## src/rtl/cache_invalidator.sv

```systemverilog
// Walks the valid-bit memory clearing lines: either the whole cache (flush) or one line,
// sharing the write port through an external arbiter grant.
module cache_invalidator #(
    parameter int unsigned ADDR_WIDTH = 8
) (
    input  logic                  clk_i,
    input  logic                  rst_i,
    input  logic                  flush_i,
    input  logic                  invalidate_i,
    input  logic [ADDR_WIDTH-1:0] invalidate_address_i,
    input  logic                  port_granted_i,
    output logic                  ready_o,
    output logic                  port_request_o,
    output logic                  write_o,
    output logic [ADDR_WIDTH-1:0] write_address_o,
    output logic                  valid_o,
    output logic                  done_o
);

    localparam logic [1:0] StIdle   = 2'd0;
    localparam logic [1:0] StSweep  = 2'd1;
    localparam logic [1:0] StSingle = 2'd2;
    localparam logic [1:0] StDone   = 2'd3;

    localparam logic [ADDR_WIDTH-1:0] LastLine = '1;

    logic [1:0]            state_q, state_d;
    logic [ADDR_WIDTH-1:0] count_q, count_d;
    logic [ADDR_WIDTH-1:0] addr_q, addr_d;

    always_comb begin
        state_d = state_q;
        count_d = count_q;
        addr_d  = addr_q;
        case (state_q)
            StIdle: begin
                // Flush wins; a simultaneous single invalidate is dropped.
                if (flush_i) begin
                    state_d = StSweep;
                    count_d = '0;
                end else if (invalidate_i) begin
                    state_d = StSingle;
                    addr_d  = invalidate_address_i;
                end
            end
            StSweep: begin
                if (port_granted_i) begin
                    count_d = count_q + ADDR_WIDTH'(1);
                    if (count_q == LastLine) begin
                        state_d = StDone;
                    end
                end
            end
            StSingle: begin
                if (port_granted_i) begin
                    state_d = StDone;
                end
            end
            StDone: begin
                state_d = StIdle;
            end
            default: begin
                state_d = StIdle;
            end
        endcase
    end

    always_ff @(posedge clk_i) begin
        if (rst_i) begin
            state_q <= StIdle;
            count_q <= '0;
            addr_q  <= '0;
        end else begin
            state_q <= state_d;
            count_q <= count_d;
            addr_q  <= addr_d;
        end
    end

    always_comb begin
        ready_o        = (state_q == StIdle);
        port_request_o = (state_q == StSweep) || (state_q == StSingle);
        write_o        = port_request_o && port_granted_i;
        valid_o        = 1'b0;
        done_o         = (state_q == StDone);
        write_address_o = '0;
        if (state_q == StSweep) begin
            write_address_o = count_q;
        end else if (state_q == StSingle) begin
            write_address_o = addr_q;
        end
    end

endmodule

```

## config.mk

```make
export PLATFORM = sky130hd
export DESIGN_NAME = cache_invalidator
export DESIGN_NICKNAME = d
export VERILOG_FILES = /design/src/rtl/cache_invalidator.sv
export SDC_FILE = /design/constraint.sdc
export NUM_CORES = 1
export LEC_CHECK = 0
export ABC_AREA = 1
export ABC_CLOCK_PERIOD_IN_PS = 1600
export CAP_MARGIN = 20
export CORE_UTILIZATION = 50
export CTS_BUF_LIST = sky130_fd_sc_hd__clkbuf_8
export DETAILED_ROUTE_END_ITERATION = 12
export GPL_TIMING_DRIVEN = 0
export MAX_ROUTING_LAYER = met4
export PLACE_DENSITY = 0.81
export SLEW_MARGIN = 25
export SYNTH_ARGS = -nofsm -noshare
export SYNTH_HDL_FRONTEND = slang
export SYNTH_SLANG_ARGS = --single-unit
```

## constraint.sdc

```tcl
create_clock -name clk_i -period 1.6 [get_ports clk_i]
set_input_delay 0.16 -clock clk_i [delete_from_list [all_inputs] [get_ports clk_i]]
set_output_delay 0.16 -clock clk_i [all_outputs]
set_load 0.1 [all_outputs]
```

After elaboration in Yosys (flattened, before gate mapping)
Cells that the tools add are included.
{ "op_classes": {"n_addsub": 1, "n_reduce_logical": 7, "muxes": 11, "n_bitwise": 1, "eq_ne": 9} }
{ "ops": {"columns": ["operator", "count"], "rows": [
  ["$mux 8", 4],
  ["$pmux 8 s2", 1],
  ["$mux 2", 5],
  ["$add 8x1->8 const B", 1],
  ["$eq 8x8->1 const B", 1],
  ["$ne 2x2->1 const B", 4],
  ["$pmux 2 s4", 1],
  ["$reduce_and 3->1", 2],
  ["$eq 2x2->1 const B", 2],
  ["$reduce_and 4->1", 1],
  ["$ne 3x3->1 const B", 1],
  ["$eq 2x1->1 const B", 1],
  ["$logic_not 2->1", 1],
  ["$reduce_bool 2->1", 1],
  ["$logic_and 1x1->1", 1],
  ["$logic_or 1x1->1", 1],
  ["$not 1->1", 1]
]} }
{ "totals": {"wordCells": 32, "output_inout_bits": 13, "inputBits": 13, "ff_bits": 18} }

Depth between registers and ports, before layout
Gate-level depths: netlist of the first run.
{ "logic_depth": {"word_depth": 4, "ltp_mapped": 9} }

Worst setup path after synthesis of the first run
No wires, ideal clock.
{ "synth_timing": {"path_type": "reg2out", "from": "reg state_q[1]", "to": "out write_address_o[1]", "arrival_ps": 3003, "path_slack_ps": -1563, "required_ps": 1440, "path_stages_with_launch": 5, "path_cell_list": "dfxtp_1 inv_1 ha_1 buf_6 o31ai_1"} }
{ "synth_via": {"elab_chain_cells": 3, "word_cells_on_any_way": 4, "cone_classes": "2 x eq/ne; 2 x mux"} }
{ "synth_rtl": {"columns": ["item", "line", "source"], "rows": [
  ["from (decl)", "27", "logic [1:0] state_q, state_d;"],
  ["from (signal assigned)", "70", "state_q <= StIdle;"],
  ["from (signal assigned)", "74", "state_q <= state_d;"],
  ["$eq 2x2->1", "89", "end else if (state_q == StSingle) begin"],
  ["$mux 8", "89", null],
  ["$mux 8 (*)", "87", "if (state_q == StSweep) begin"],
  ["to (decl)", "15", "output logic [ADDR_WIDTH-1:0] write_address_o,"]
]} }
Mark *: on every way between the ends. The rest lies on a longest branch, timed or not.

Final worst setup path of the first run
Ends and elaborated chain as after synthesis.

==> metrics.yaml, run 1 <==
hold_end: "addr_q[0]"
arrival_ns: 1.54
dr.max_layer_used: "met4"
reg2reg_to: "count_q[1]"
grt_antenna_before_repair: 0
grt_max_degree: 11
core_mm2: 0.00194
synthSimpleGateAreaFrac: 0.265
drt-total-wl_um: 4350
ys_warn_count: 0
cts_buffers: 3
wl_met1_um: 1640
cp.required_ns: 1.44
clk_latency_ns: 0.26
min_path_type: "reg -> reg"
synth_cell_types: 21
setup_viol: 9
ant_nets: 0
via_per_inst: 6.10
rr_worst_depth: 9
worstPathMaxFanout: 8
cts_buffer_depth: 2
synth_top_family_by_area: "simple AND/OR/NAND/NOR gates"
min_path_cells: 2
p_leak_nw: 0.675
gp_congestion: 0.857
cts_root_buf: "clkbuf_8"
crit_path_end_kind: "output port"
fillers: 81
synth-compound-area-share: 0.182
synth_nets: 174
grtUsageTotal: 0.326
initial_utilization: 0.530
grt_pass1_vias: 1096
finalHoldViolCount: 0
setup_ws_ns: -0.103
nets: 209
cts.htree.levels: 1
syn-cell-area_mm2: 0.00103
area_growth_pct: 72.1
r2r_slack_ns: -0.03
fin_area_mm2: 0.00177
min_from: "addr_q[0]"
die_y_um: 47.4
postSynthCellCount: 156
overflow: 0
fin_crit_ns: 1.70
violations: "negative setup slack"
rsz0062_at_grt: "yes"
skew_ns: 0.000785
die_area_mm2: 0.00224
post-route-util: 0.912
drt_iter0_drc: 90
syn_avg_cell_area_um2: 6.59
synthMuxAreaShare: 0
cap_violations: 0
peakVddDrop_v: 0.00191
finalPower_mw: 3.53
dpl.cell_count: 207
synth_xor_area_frac: 0
io_buffers: 24
p_per_area_mw_per_mm2: 1990
drc_errors: 0
layout-drive-gt1-share: 0.326
vias: 1323
grt_pass1_wl_um: 4820
multi_input_area_um2: 742
wl_met3_um: 369
hold_buffers: 0
cts.sinks: 18
yosys_register_bits: 18
layout_commonest_cell: "nand2_1"
seq_area_frac_synth: 0.350
drv_slew: 0
holdWs_ns: 0.499
period_share: 1.06
pin_count: 26
avgRoutedWirePerCell_um: 20.0
antennaDiodeCount: 0
relSlewSlack: 0.632
status: "finished with violations"
seqCellArea_um2: 369
final_cell_mix: "nand2_1 (28), inv_1 (20), nor2_1 (18)"
synthAdderAreaFrac: 0.0608
dpl_cell_area_mm2: 0.00142
dr_wl_met2_um: 2100
cp-start-kind: "flop"
final.setup.tns_ns: -0.274
crit_type: "reg -> out"
dp_hpwl_um: 1980
clk_pin_slew_ns: 0.08
drt_first_pass_iters: 5
r2r-start: "state_q[0]"
dpl_worst_slack_ns: -0.933
cts_tree: "built"
die_x_um: 47.4
worst_pin_slew_ns: 0.554
rows: 16
fmax_mhz: 587
finalNonFillerCells: 217
synth_stat cells:
master    number  area, um^2
a21oi_1       12        60.1
a21oi_2        1        8.76
a31oi_1        1        6.26
buf_2          2        10.0
buf_4          1        7.51
buf_6          2        22.5
clkbuf_1       1        3.75
conb_1         1        3.75
dfxtp_1       18         360
ha_1           5        62.6
inv_1         24        90.1
inv_2          2        7.51
nand2_1       30         113
nand2_4        1        11.3
nand3_1        9        45.0
nand4_1        3        18.8
nor2_1        21        78.8
nor2_2         1        6.26
o21ai_0       17        85.1
o21ai_1        1        5.00
o31ai_1        3        22.5
critical path: stages (launching register included):
cell     delay [ns]
dfxtp_4        0.38
inv_4          0.05
ha_4           0.19
buf_12         0.15
o31ai_4        0.29
buf_12         0.21
where the power goes:
part	internal [mW]	total, mW	switching [mW]
logic	0.842	2.51	1.66
registers	0.539	0.630	0.0908
clock network	0.219	0.396	0.176
total	1.60	3.53	1.93
logic make-up (layout without fill, tap and decap cells):
family	Yosys count	count (layout)
DFF	18	18
and+or+nand+nor	65	65
adders and majority gates	5	5
AOI/OAI and AO/OA	35	35
buffers and inverters	32	66
other	1	1
how the worst max path moves through the flow:
stage / slack, ns / to / startpoint / cells past startpoint
2_1_floorplan: -0.16 / write_o / state_q[0] / 4
3_3_place_gp: -0.90 / write_address_o[6] / state_q[1] / 8
3_5_place_dp: -0.93 / write_address_o[6] / state_q[1] / 8
4_1_cts: -0.10 / write_address_o[1] / state_q[1] / 6
5_1_grt: -0.18 / count_q[5] / state_q[0] / 8
6_report: -0.10 / write_address_o[1] / state_q[1] / 5
layer usage:
metal / vias to the layer above / GRT usage
met3: 30 / 0.0654
met2: 95 / 0.578
met5: - / -
li1: 569 / -
met1: 629 / 0.358
met4: 0 / 0.109
what timing repair did:
item | in CTS | in global routing
pin swaps | 6 | 4
resized for setup | 119 | 17
setup endpoints to repair | 12 | 21
setup buffers | 3 | 2
cloned | 1 | 1
flip-flops by register name, indices dropped and copies added, names as in the netlist:
signal and cells:
state_q 2, addr_q 8, count_q 8
final cells by class:
class / instances / share of cell area
plain buffers: 5 / 0.0269
clock buffers: 4 / 0.0311
inverters: 26 / 0.0629
multi-input cells: 106 / 0.419
flip-flops and latches: 18 / 0.208
well taps: 27 / 0.0191
repair buffers: 31 / 0.233
Power figures use the tool's default switching activity.
==> run 2, diff against run 1 <==
Settings changed: CORE_UTILIZATION 50 to 30, PLACE_DENSITY 0.81 to unset.
==> metrics.yaml, run 2 (synthesis gave the netlist of run 1 again) <==
drv_slew: 0
dr_wl_met2_um: 1590
initial_utilization: 0.326
layout_commonest_cell: "nand2_1"
grt_pass1_vias: 1002
cts_root_buf: "clkbuf_8"
cp_cell_sequence: "inv_4, ha_4, buf_12, o31ai_4, buf_12"
wl_met3_um: 97
die_area_mm2: 0.00367
fin_crit_ns: 1.64
crit_path_end_kind: "output port"
clk_latency_ns: 0.25
final_cell_mix: "nand2_1 (29), inv_1 (20), nor2_1 (20)"
cts_tree: "built"
min_path_cells: 2
setup_viol: 1
avgRoutedWirePerCell_um: 12.3
cts_buffer_depth: 2
peakVddDrop_v: 0.000729
dp_hpwl_um: 1890
skew_ns: 0.00136
ant_nets: 0
fillers: 302
violations: "negative setup slack"
grt_max_degree: 11
cp-start-kind: "flop"
p_per_area_mw_per_mm2: 1870
drc_errors: 0
cp.required_ns: 1.44
post-route-util: 0.563
vias: 1110
cts_buffers: 3
min_path_type: "reg -> reg"
arrival_ns: 1.48
layout-drive-gt1-share: 0.295
setup_ws_ns: -0.0366
top_regs: "addr_q (8), count_q (8), state_q (2)"
worstPathMaxFanout: 5
gp_congestion: 0.820
finalNonFillerCells: 234
finalHoldViolCount: 0
cp_common_cell: "buf_12"
period_share: 1.02
grtUsageTotal: 0.162
dpl_cell_area_mm2: 0.00144
dpl.cell_count: 224
drt_iter0_drc: 35
cts.sinks: 18
grt_antenna_before_repair: 0
area_growth_pct: 72.5
core_mm2: 0.00315
cap_violations: 0
drt_first_pass_iters: 5
holdWs_ns: 0.457
dpl_worst_slack_ns: -0.898
die_y_um: 60.6
io_buffers: 24
cts.htree.levels: 1
rows: 20
die_x_um: 60.6
crit_type: "reg -> out"
rr_worst_depth: 8
antennaDiodeCount: 0
p_leak_nw: 0.678
grt_pass1_wl_um: 4280
pin_count: 26
status: "finished with violations"
nets: 209
overflow: 0
fin_area_mm2: 0.00177
clk_pin_slew_ns: 0.07
fmax_mhz: 611
rsz0062_at_grt: "yes"
via_per_inst: 4.74
wl_met1_um: 1190
slowest_delay_ns: 0.35
drt-total-wl_um: 2890
dr.max_layer_used: "met4"
cp_slowest_cell: "dfxtp_2"
==> run 2: changes by cell type in the layout (fill, tap and decap cells not counted), moves of 2 or more <==
cell / before / now
buf_6: 1 / 3
nor2_4: 3 / 1
a21oi_2: 3 / 1
nor2_1: 18 / 20
buf_4: 8 / 5
inv_2: 3 / 1
a21oi_1: 9 / 11
==> run 2: where the power goes <==
part	switching, mW	internal (mW)
sequential	0.0775	0.532
combinational	1.50	0.823
clock	0.163	0.219
==> run 2: final cells by class <==
cell class / instances / area, um^2 / area share
multi-input cells: 106 / 709 / 0.400
repair buffers: 31 / 423 / 0.238
flip-flops and latches: 18 / 365 / 0.206
inverters: 26 / 119 / 0.0670
clock buffers: 4 / 55.1 / 0.0310
well taps: 44 / 55.1 / 0.0310
plain buffers: 5 / 47.5 / 0.0268
==> run 2: timing repair <==
item                                    CTS  global route
gates resized for setup                 110            17
endpoints found under the setup margin   12            14
setup buffers                             4             2
cloned                                    1             1
hold buffers                              0             0
pin swaps                                 4             4
==> run 2: worst max-delay path, delay by kind of cell (launching register included) <==
family | cells | cell delay [ns]
AO/OA/AOI/OAI | 1 | 0.27
adder cells (fa/ha/maj) | 1 | 0.19
buffers and inverters | 3 | 0.41
flip-flops | 1 | 0.35
==> run 2: metrics by stage <==
step,setup TNS [ns],power [mW]
2_1_floorplan,-1.91,2.07
3_3_place_gp,-8.29,2.37
3_5_place_dp,-8.35,2.38
4_1_cts,-0.387,3.09
5_1_grt,-0.264,3.47
6_report,-0.0366,3.32
==> run 2: metal layers <==
layer,global-route usage,vias up
met4,0.0292,0
met5,-,-
met3,0.0320,4
met2,0.292,21
met1,0.187,519
li1,-,566
==> run 2: path summary, 6_finish.rpt <==
kind | from | end | slack (ns)
setup reg to reg | state_q[0] | count_q[0] | 0.11
hold / removal | addr_q[0] | addr_q[0] | 0.46
hold reg to reg | addr_q[0] | addr_q[0] | 0.46
setup / recovery | state_q[1] | write_address_o[7] | -0.04
==> run 3, diff against run 2 <==
Settings changed: PLACE_DENSITY set to 0.63.
==> metrics.yaml, run 3 (synthesis gave the netlist of run 1 again) <==
cp.required_ns: 1.44
avgRoutedWirePerCell_um: 11.5
reg2reg_to: "count_q[4]"
dpl.cell_count: 224
final.setup.tns_ns: 0
cts.sinks: 18
drt_iter0_drc: 32
vias: 1083
arrival_ns: 1.42
clk_latency_ns: 0.25
clk_pin_slew_ns: 0.07
initial_utilization: 0.326
min_path_type: "reg -> reg"
setup_ws_ns: 0.0151
hold_end: "addr_q[0]"
cts_buffer_depth: 2
dpl_cell_area_mm2: 0.00144
die_x_um: 60.6
cts.htree.levels: 1
fin_crit_ns: 1.58
via_per_inst: 4.65
peakVddDrop_v: 0.000866
p_per_area_mw_per_mm2: 1850
ant_nets: 0
drt-total-wl_um: 2690
grtUsageTotal: 0.173
rr_worst_depth: 9
seqCellArea_um2: 365
layout_commonest_cell: "nand2_1"
cp_slowest_cell: "dfxtp_4"
fillers: 289
finalHoldViolCount: 0
worst_pin_slew_ns: 0.546
dp_hpwl_um: 2040
pin_count: 26
worstPathMaxFanout: 4
post-route-util: 0.546
rsz0062_at_grt: "yes"
top_regs: "addr_q (8), count_q (8), state_q (2)"
cp_cell_sequence: "inv_4, ha_4, buf_8, o31ai_4, buf_12"
crit_type: "reg -> out"
cap_violations: 0
overflow: 0
drc_errors: 0
die_y_um: 60.6
period_share: 0.991
grt_max_degree: 11
final_cell_mix: "nand2_1 (30), inv_1 (20), nor2_1 (20)"
slowest_delay_ns: 0.37
cts_tree: "built"
drv_slew: 0
io_buffers: 24
nets: 208
multi_input_area_um2: 684
grt_pass1_vias: 1014
r2r_slack_ns: 0.14
setup_viol: 0
r2r-start: "state_q[0]"
gp_congestion: 0.781
core_mm2: 0.00315
rows: 20
p_leak_nw: 0.665
fin_area_mm2: 0.00172
min_from: "addr_q[0]"
fmax_mhz: 631
die_area_mm2: 0.00367
grt_antenna_before_repair: 0
finalPower_mw: 3.18
min_path_cells: 2
relSlewSlack: 0.638
dpl_worst_slack_ns: -0.903
status: "finished clean"
grt_pass1_wl_um: 4570
holdWs_ns: 0.456
cts_root_buf: "clkbuf_8"
cp-start-kind: "flop"
hold_buffers: 0
cts_buffers: 3
area_growth_pct: 67.4
crit_path_end_kind: "output port"
antennaDiodeCount: 0
finalNonFillerCells: 233
drt_first_pass_iters: 4
layout-drive-gt1-share: 0.286
skew_ns: 0.00285
run 3: layout make-up:
| class | instances | area share |
|---|---|---|
| buffer | 5 | 0.0276 |
| multi-input combinational | 106 | 0.398 |
| sequential | 18 | 0.212 |
| clock buffer | 4 | 0.0320 |
| inverter | 26 | 0.0676 |
| timing repair buffer | 30 | 0.231 |
| tap | 44 | 0.0320 |
run 3: layer usage:
metal | wire (um) | global-route usage | share of wire | up-vias
met3 | 64 | 0.0256 | 0.024 | 2
met2 | 1390 | 0.284 | 0.52 | 18
met4 | 27 | 0.0487 | 0.010 | 0
met5 | 0 | - | 0 | -
met1 | 1200 | 0.222 | 0.45 | 501
li1 | - | - | - | 562
run 3: what timing repair did:
action | 4_1_cts | 5_1_grt
setup buffers | 2 | 3
pin swaps | 1 | 4
gates cloned | 1 | 0
gates resized for setup | 103 | 18
setup endpoints to repair | 12 | 17
endpoints found under the hold margin | 0 | 0
run 3: power by group:
part           leakage, nW  total, mW  switching [mW]  internal [mW]
clock network       0.0288      0.377           0.158          0.219
registers            0.148      0.602          0.0706          0.532
logic                0.488       2.20            1.44          0.760
total                0.665       3.18            1.67           1.51
run 3: worst max path at each step:
stage	startpoint	slack [ns]	to	cells after the start
2_1_floorplan	state_q[0]	-0.16	write_o	4
3_5_place_dp	state_q[1]	-0.90	write_address_o[6]	8
4_1_cts	state_q[0]	-0.17	write_address_o[1]	5
3_3_place_gp	state_q[1]	-0.90	write_address_o[4]	8
6_report	state_q[1]	0.02	write_address_o[1]	5
5_1_grt	state_q[1]	-0.03	write_address_o[6]	6
run 3: critical path: cells and delay by family, from the launching register on:
family | cells | cell delay, ns
compound gates | 1 | 0.22
flops | 1 | 0.37
fa+ha+maj | 1 | 0.18
buf+inv | 3 | 0.40
